[src/rtl/jtag_pkg.sv]
`default_nettype none
// ============================================================================
// Module      : jtag_pkg
// Description : Shared types and constants for the JTAG TAP slice.
//               - tap_state_t : 4-bit IEEE 1149.1 TAP state encoding
//               - IR_* codes  : instruction codes decoded into DR selects
//               - dr_sel_t    : one-hot DR select vector
// Revision    : 1.0 - initial release
// ============================================================================
package jtag_pkg;

  typedef enum logic [3:0] {
    TLR    = 4'hF,
    RTI    = 4'hC,
    SEL_DR = 4'h7,
    CAP_DR = 4'h6,
    SH_DR  = 4'h2,
    EX1_DR = 4'h1,
    PAU_DR = 4'h3,
    EX2_DR = 4'h0,
    UPD_DR = 4'h5,
    SEL_IR = 4'h4,
    CAP_IR = 4'hE,
    SH_IR  = 4'hA,
    EX1_IR = 4'h9,
    PAU_IR = 4'hB,
    EX2_IR = 4'h8,
    UPD_IR = 4'hD
  } tap_state_t;

  localparam logic [4:0] IR_IDCODE = 5'h01;
  localparam logic [4:0] IR_DTMCS  = 5'h10;
  localparam logic [4:0] IR_DMI    = 5'h11;
  localparam logic [4:0] IR_BYPASS = 5'h1F;

  // One-hot DR select, bit order {idcode, dtmcs, dmi, bypass}
  typedef logic [3:0] dr_sel_t;

  localparam dr_sel_t DR_SEL_IDCODE = 4'b1000;
  localparam dr_sel_t DR_SEL_DTMCS  = 4'b0100;
  localparam dr_sel_t DR_SEL_DMI    = 4'b0010;
  localparam dr_sel_t DR_SEL_BYPASS = 4'b0001;

endpackage
`default_nettype wire

[src/rtl/jtag_tap_fsm.sv]
`default_nettype none
// ============================================================================
// Module      : jtag_tap_fsm
// Description : TAP state register and next-state logic.
//               Optional macro JTAG_TRST_EN adds a synchronous active-low
//               trst_n input with the same priority as rst_n.
// Ports       : clk        in  TAP clock
//               rst_n      in  synchronous active-low reset
//               trst_n     in  synchronous active-low test reset (JTAG_TRST_EN)
//               tms        in  test mode select
//               state      out current TAP state
//               next_state out state to be loaded on the next posedge,
//                              including the effect of any reset
// Revision    : 1.0 - initial release
// ============================================================================
module jtag_tap_fsm
  import jtag_pkg::*;
(
  input  logic       clk,
  input  logic       rst_n,
`ifdef JTAG_TRST_EN
  input  logic       trst_n,
`endif
  input  logic       tms,
  output tap_state_t state,
  output tap_state_t next_state
);

  tap_state_t r_state;
  tap_state_t w_next_tms;
  logic       w_rst;

`ifdef JTAG_TRST_EN
  assign w_rst = ~rst_n | ~trst_n;
`else
  assign w_rst = ~rst_n;
`endif

  // State register
  always_ff @(posedge clk) begin
    if (w_rst) begin
      r_state <= TLR;
    end else begin
      r_state <= w_next_tms;
    end
  end

  // Next-state logic driven purely by TMS
  always_comb begin
    w_next_tms = TLR;
    case (r_state)
      TLR:     w_next_tms = tms ? TLR    : RTI;
      RTI:     w_next_tms = tms ? SEL_DR : RTI;
      SEL_DR:  w_next_tms = tms ? SEL_IR : CAP_DR;
      CAP_DR:  w_next_tms = tms ? EX1_DR : SH_DR;
      SH_DR:   w_next_tms = tms ? EX1_DR : SH_DR;
      EX1_DR:  w_next_tms = tms ? UPD_DR : PAU_DR;
      PAU_DR:  w_next_tms = tms ? EX2_DR : PAU_DR;
      EX2_DR:  w_next_tms = tms ? UPD_DR : SH_DR;
      UPD_DR:  w_next_tms = tms ? SEL_DR : RTI;
      SEL_IR:  w_next_tms = tms ? TLR    : CAP_IR;
      CAP_IR:  w_next_tms = tms ? EX1_IR : SH_IR;
      SH_IR:   w_next_tms = tms ? EX1_IR : SH_IR;
      EX1_IR:  w_next_tms = tms ? UPD_IR : PAU_IR;
      PAU_IR:  w_next_tms = tms ? EX2_IR : PAU_IR;
      EX2_IR:  w_next_tms = tms ? UPD_IR : SH_IR;
      UPD_IR:  w_next_tms = tms ? SEL_DR : RTI;
      default: w_next_tms = TLR;
    endcase
  end

  assign state      = r_state;
  // Exposing the reset-qualified next state lets the dwell counter clear on
  // reset without duplicating the reset sources.
  assign next_state = w_rst ? TLR : w_next_tms;

endmodule
`default_nettype wire

[src/rtl/jtag_tap_controller.sv]
`default_nettype none
// ============================================================================
// Module      : jtag_tap_controller
// Description : IEEE 1149.1 TAP controller and DR/IR sequencer. Decodes the
//               TAP state into Moore strobes, decodes the latched instruction
//               into one-hot DR selects, muxes TDO and counts RTI dwell.
//               Optional macro JTAG_TRST_EN adds the trst_n input.
// Ports       : clk, rst_n, [trst_n], tms        control inputs
//               ir_value                         latched instruction
//               ir_tdo/idcode_tdo/dtmcs_tdo/dmi_tdo/bypass_tdo  serial ins
//               tap_state                        current TAP state
//               tap_reset, capture/shift/update _ir/_dr         strobes
//               sel_idcode/sel_dtmcs/sel_dmi/sel_bypass         DR select
//               rti_cycles                       saturating RTI dwell count
//               tdo, tdo_oe                      serial out and enable
// Revision    : 1.0 - initial release
// ============================================================================
module jtag_tap_controller
  import jtag_pkg::*;
#(
  parameter int IR_W      = 5,
  parameter int RTI_CNT_W = 8
) (
  input  logic                 clk,
  input  logic                 rst_n,
`ifdef JTAG_TRST_EN
  input  logic                 trst_n,
`endif
  input  logic                 tms,
  input  logic [IR_W-1:0]      ir_value,
  input  logic                 ir_tdo,
  input  logic                 idcode_tdo,
  input  logic                 dtmcs_tdo,
  input  logic                 dmi_tdo,
  input  logic                 bypass_tdo,
  output tap_state_t           tap_state,
  output logic                 tap_reset,
  output logic                 capture_ir,
  output logic                 shift_ir,
  output logic                 update_ir,
  output logic                 capture_dr,
  output logic                 shift_dr,
  output logic                 update_dr,
  output logic                 sel_idcode,
  output logic                 sel_dtmcs,
  output logic                 sel_dmi,
  output logic                 sel_bypass,
  output logic [RTI_CNT_W-1:0] rti_cycles,
  output logic                 tdo,
  output logic                 tdo_oe
);

  localparam logic [RTI_CNT_W-1:0] c_rti_max = '1;

  tap_state_t             w_state;
  tap_state_t             w_next_state;
  dr_sel_t                w_dr_sel;
  logic                   w_dr_tdo;
  logic [RTI_CNT_W-1:0]   r_rti_cycles;

  jtag_tap_fsm u_fsm (
    .clk        (clk),
    .rst_n      (rst_n),
`ifdef JTAG_TRST_EN
    .trst_n     (trst_n),
`endif
    .tms        (tms),
    .state      (w_state),
    .next_state (w_next_state)
  );

  assign tap_state = w_state;

  // Moore strobe decode: each strobe is a function of the state only
  always_comb begin
    tap_reset  = (w_state == TLR);
    capture_ir = (w_state == CAP_IR);
    shift_ir   = (w_state == SH_IR);
    update_ir  = (w_state == UPD_IR);
    capture_dr = (w_state == CAP_DR);
    shift_dr   = (w_state == SH_DR);
    update_dr  = (w_state == UPD_DR);
  end

  // Instruction decode; unknown codes fall back to BYPASS so exactly one
  // select is always active.
  always_comb begin
    w_dr_sel = DR_SEL_BYPASS;
    if (ir_value == IR_W'(IR_IDCODE)) begin
      w_dr_sel = DR_SEL_IDCODE;
    end else if (ir_value == IR_W'(IR_DTMCS)) begin
      w_dr_sel = DR_SEL_DTMCS;
    end else if (ir_value == IR_W'(IR_DMI)) begin
      w_dr_sel = DR_SEL_DMI;
    end
  end

  assign sel_idcode = w_dr_sel[3];
  assign sel_dtmcs  = w_dr_sel[2];
  assign sel_dmi    = w_dr_sel[1];
  assign sel_bypass = w_dr_sel[0];

  // TDO mux
  always_comb begin
    w_dr_tdo = bypass_tdo;
    case (w_dr_sel)
      DR_SEL_IDCODE: w_dr_tdo = idcode_tdo;
      DR_SEL_DTMCS:  w_dr_tdo = dtmcs_tdo;
      DR_SEL_DMI:    w_dr_tdo = dmi_tdo;
      default:       w_dr_tdo = bypass_tdo;
    endcase
  end

  always_comb begin
    tdo = 1'b0;
    if (shift_ir) begin
      tdo = ir_tdo;
    end else if (shift_dr) begin
      tdo = w_dr_tdo;
    end
  end

  assign tdo_oe = shift_ir | shift_dr;

  // RTI dwell counter. next_state already folds in every reset source, so
  // any reset clears the count through the "leaving RTI" branch as well.
  always_ff @(posedge clk) begin
    if (!rst_n) begin
      r_rti_cycles <= '0;
    end else if ((w_state == RTI) && (w_next_state == RTI)) begin
      if (r_rti_cycles != c_rti_max) begin
        r_rti_cycles <= r_rti_cycles + RTI_CNT_W'(1);
      end
    end else begin
      r_rti_cycles <= '0;
    end
  end

  assign rti_cycles = r_rti_cycles;

endmodule
`default_nettype wire

[config.mk]
export PLATFORM = sky130hd
export DESIGN_NAME = jtag_tap_controller
export DESIGN_NICKNAME = d
export VERILOG_FILES = /design/src/rtl/jtag_pkg.sv /design/src/rtl/jtag_tap_fsm.sv /design/src/rtl/jtag_tap_controller.sv
export SDC_FILE = /design/constraint.sdc
export NUM_CORES = 1
export LEC_CHECK = 0
export ABC_CLOCK_PERIOD_IN_PS = 2500
export BUFFER_PORTS_ARGS = -buffer_cell sky130_fd_sc_hd__buf_2
export CAP_MARGIN = 30
export CORE_UTILIZATION = 48
export DETAILED_ROUTE_END_ITERATION = 8
export PLACE_DENSITY = 0.82
export SKIP_LAST_GASP = 1
export SLEW_MARGIN = 40
export SYNTH_ARGS = -nofsm -noshare
export SYNTH_HDL_FRONTEND = slang
export SYNTH_SLANG_ARGS = --single-unit
[constraint.sdc]
create_clock -name clk -period 2.5 [get_ports clk]
set_input_delay 0.125 -clock clk [delete_from_list [all_inputs] [get_ports clk]]
set_output_delay 0.125 -clock clk [all_outputs]
set_load 0.02 [all_outputs]
==> parameters.txt <==
Parameter                              Value

Status
  Result of the run ... complete, no violations

Logic synthesis
  Area share of and/or/nand/nor cells after synthesis ... around two fifths
  Number of nets produced by synthesis ... 110
  Yosys warning count ... 0
  Primary FF master, synth ... sky130_fd_sc_hd__dfxtp_1
  Multiplexer share of the synthesized area ... slightly above 5%
  Cells after Synth ... 96
  Share of synthesized area occupied by flip-flops and latches ... 29.9%
  Xor and xnor fraction of the mapped netlist area ... 0%
  Largest family of logic cells by synthesized area ... simple AND/OR/NAND/NOR gates
  Synthesis-stage register bit count ... 12
  EDFF count, synth ... 0
  Distinct cell type count after synthesis ... 37
  Share of synthesized registers carrying an async set or reset ... 0%
  Fraction of the mapped netlist area in adder cells ... 1.56%
  Post-Synthesis Cell Area ... between 800 and 900 µm²
  Mean cell area of the mapped netlist ... between 8 and 9 µm²
  Area fraction in compound gates after synthesis ... between 10% and 20%

Place
  Final estimated routing congestion in global placement ... roughly 0.75
  Post-placement cell count ... between 100 and 150
  Placed wire-length estimate ... ~1400 µm
  Number of I/O port buffers ... 37

Timing
  Crit path time final ... between 1.5 and 2 ns
  Tightest Pin Transition ... around 0.65 ns
  Total count of hold-check failures in the final report ... 0
  Final Cycle Share ... 70.1%
  Max Clock Skew ... around 0.006 ns
  Final setup violating endpoints ... 0
  Final hold slack ... 0.0745 ns
  Worst rel slew slack ... between 50% and 60%
  Total Negative Setup Slacks ... 0 ns
  Number of slew-limit violations in the final report ... 0
  Unrepaired setup endpoints after global routing ... false
  Maximum operating frequency ... between 500 and 600 MHz

Drt
  Vias ... 862
  Drt first-iter violations ... 21
  Wire length per cell ... 12.6 µm
  Remaining routing DRC violations ... 0
  Antenna Nets Post-Route ... 0
  Vias per cell ... roughly 5.9
  Final routed wirelength across all metal layers ... 1850 µm
  Drt first pass iters ... 4

Global routing
  Remaining Overflow, GRT ... 0
  Overall Global Routing Usage ... between 20% and 30%
  Global-route wire length before repair ... 3150 µm
  Pin count of the biggest net entering global routing ... 13
  Vias in the first global route ... roughly 750
  Number of antenna violations at the first check in global routing ... 0

Floorplanning
  Starting utilization of the core area ... 52.1%
  Die Outline Area ... around 0.0018 mm²
  Width of the chip ... around 43 µm
  Die span in y ... ~43 µm
  Area of the core ... 0.00154 mm²
  I/O pin count ... 38
  # rows ... 14

Setup path
  Data arrival time of the critical path ... about 1.6 ns
  Crit end category ... output pin
  Required time of the critical path ... ~2.4 ns
  Startpoint class of the critical path ... register
  CP Max Fanout ... 12
  Type of the worst setup path ... register to output pin

Layout
  Total Nets Final ... 147
  Synth-to-layout area growth ... 24.1%
  Diodes inserted ... 0
  Share of cells above drive strength 1 ... 35.1%
  Non-Filler Instances ... roughly 150
  Filler cell count ... roughly 150

Clock network
  Master cell of the clock root buffer ... sky130_fd_sc_hd__clkbuf_4
  Clock latency at the later pin of the worst-skew pair ... about 0.27 ns
  Count of hold-fix buffers inserted at cts ... 0
  Worst-case clock buffer depth ... 2
  Gates resized, CTS repair ... 0
  Number of buffers added by the clock tree synthesis step ... 3
  Post-CTS Setup Repair Bufs ... 0
  Clock-pin slew on the worst setup and hold paths ... around 0.070 ns
  TritonCTS clock tree ... built
  Total number of clock tree sinks ... 12
  CTS HTree Levels ... 1

Power
  Static power due to leakage ... 0.000484 µW
  Worst supply voltage drop on vdd ... ~0.32 mV
  Total power divided by cell area ... between 400 and 500 mW/mm²

Min path
  Class of the tightest hold or removal check ... input port to register

Run
  Max-cap check violation count ... 0
[worst max-delay path: stages, from the launching register on]
cell and delay, ns:
sky130_fd_sc_hd__dfxtp_1 0.57, sky130_fd_sc_hd__nor4b_4 0.30, sky130_fd_sc_hd__o211ai_2 0.12, sky130_fd_sc_hd__o31ai_2 0.18
sky130_fd_sc_hd__buf_2 0.20
[final cells by class]
cell class                      instances  area (µm²)  area share [%]
Multi-Input combinational cell         78         526            52.7
Timing Repair Buffer                   37         185            18.6
Inverter                                1        3.75           0.376
Sequential cell                        12         240            24.1
Tap cell                               16        20.0            2.01
Clock buffer                            3        22.5            2.26
[per-layer routing]
| layer | up-vias | global-route usage [%] | share of wire, % |
|---|---|---|---|
| met4 | 0 | 10.0 | 1.8 |
| met5 | - | 0 | 0 |
| met3 | 6 | 6.38 | 5.9 |
| met1 | 401 | 25.4 | 42 |
| li1 | 427 | - | - |
| met2 | 28 | 38.5 | 50 |
[logic make-up (layout without fill, tap and decap cells)]
| kind of cell | after synthesis | count (layout) |
|---|---|---|
| buffers and inverters | 6 | 41 |
| flip-flops | 12 | 12 |
| multiplexers | 4 | 4 |
| AND/OR/NAND/NOR | 54 | 54 |
| adder cells (fa/ha/maj) | 1 | 1 |
| AO/OA/AOI/OAI | 19 | 19 |
[registers in the layout, indices dropped and copies added, names as in the netlist]
signal	flops
rti_cycles	8
u_fsm.state	4
[where the power goes]
| group | total [µW] | internal [µW] | leakage (µW) | switching (µW) |
|---|---|---|---|---|
| sequential | 224 | 199 | 0.0000977 | 24.6 |
| clock | 112 | 55.7 | 0.0000138 | 56.2 |
| combinational | 109 | 47.8 | 0.000373 | 61.5 |
[path summary, 6_finish.rpt]
check / start / end / slack, ns / cells past startpoint
worst max register to register: rti_cycles[1] / rti_cycles[4] / 1.03 / 4
worst max-delay path: u_fsm.state[1] / tdo / 0.75 / 4
worst min register to register: rti_cycles[3] / rti_cycles[3] / 0.52 / 1
worst min-delay path: rst_n / u_fsm.state[3] / 0.07 / 2
[synthesized netlist by cell type (2+ instances only)]
cell type                   n  area [µm²]
sky130_fd_sc_hd__o21ai_0    4        20.0
sky130_fd_sc_hd__dfxtp_1   12         240
sky130_fd_sc_hd__a31oi_1    4        25.0
sky130_fd_sc_hd__and3_1     6        37.5
sky130_fd_sc_hd__nor2_1     9        33.8
sky130_fd_sc_hd__nand3_1    7        35.0
sky130_fd_sc_hd__buf_2      2        10.0
sky130_fd_sc_hd__mux2i_1    3        30.0
sky130_fd_sc_hd__nand2_1   10        37.5
sky130_fd_sc_hd__nor3_1     4        20.0
sky130_fd_sc_hd__and2_1     2        12.5
sky130_fd_sc_hd__nand2b_1   3        18.8
sky130_fd_sc_hd__a21oi_1    2        10.0
sky130_fd_sc_hd__and4b_1    2        20.0
sky130_fd_sc_hd__nor4b_4    2        47.6
sky130_fd_sc_hd__nor3b_1    3        22.5
[placed cells by master (no fill, tap or decap), drive strengths merged, types with 2 or more instances in the layout]
| master | Yosys | final |
|---|---|---|
| nor2 | 9 | 9 |
| buf | 4 | 37 |
| o21ai | 4 | 4 |
| mux2i | 3 | 3 |
| a21oi | 2 | 2 |
| nand2 | 10 | 10 |
| and2 | 2 | 2 |
| a31oi | 4 | 4 |
| dfxtp | 12 | 12 |
| and3 | 6 | 6 |
| clkbuf | 1 | 3 |
| and4b | 2 | 2 |
| nand2b | 3 | 3 |
| nor3 | 4 | 4 |
| nor3b | 3 | 3 |
| nand3 | 7 | 7 |
| nor4b | 2 | 2 |
| o211ai | 2 | 2 |
[per-stage QoR]
stage | worst slack [ns] | power (µW) | utilization (%) | instance area, µm²
global route | 0.603 | 471 | 64.7 | 997
finish | 0.747 | 445 | 64.7 | 997
floorplan | 0.725 | 304 | - | 803
CTS | 0.728 | 449 | 64.7 | 997
global placement | 1.09 | 334 | 63.2 | 975
detailed placement | 1.02 | 337 | 63.2 | 975
Power figures use the tool's default switching activity.
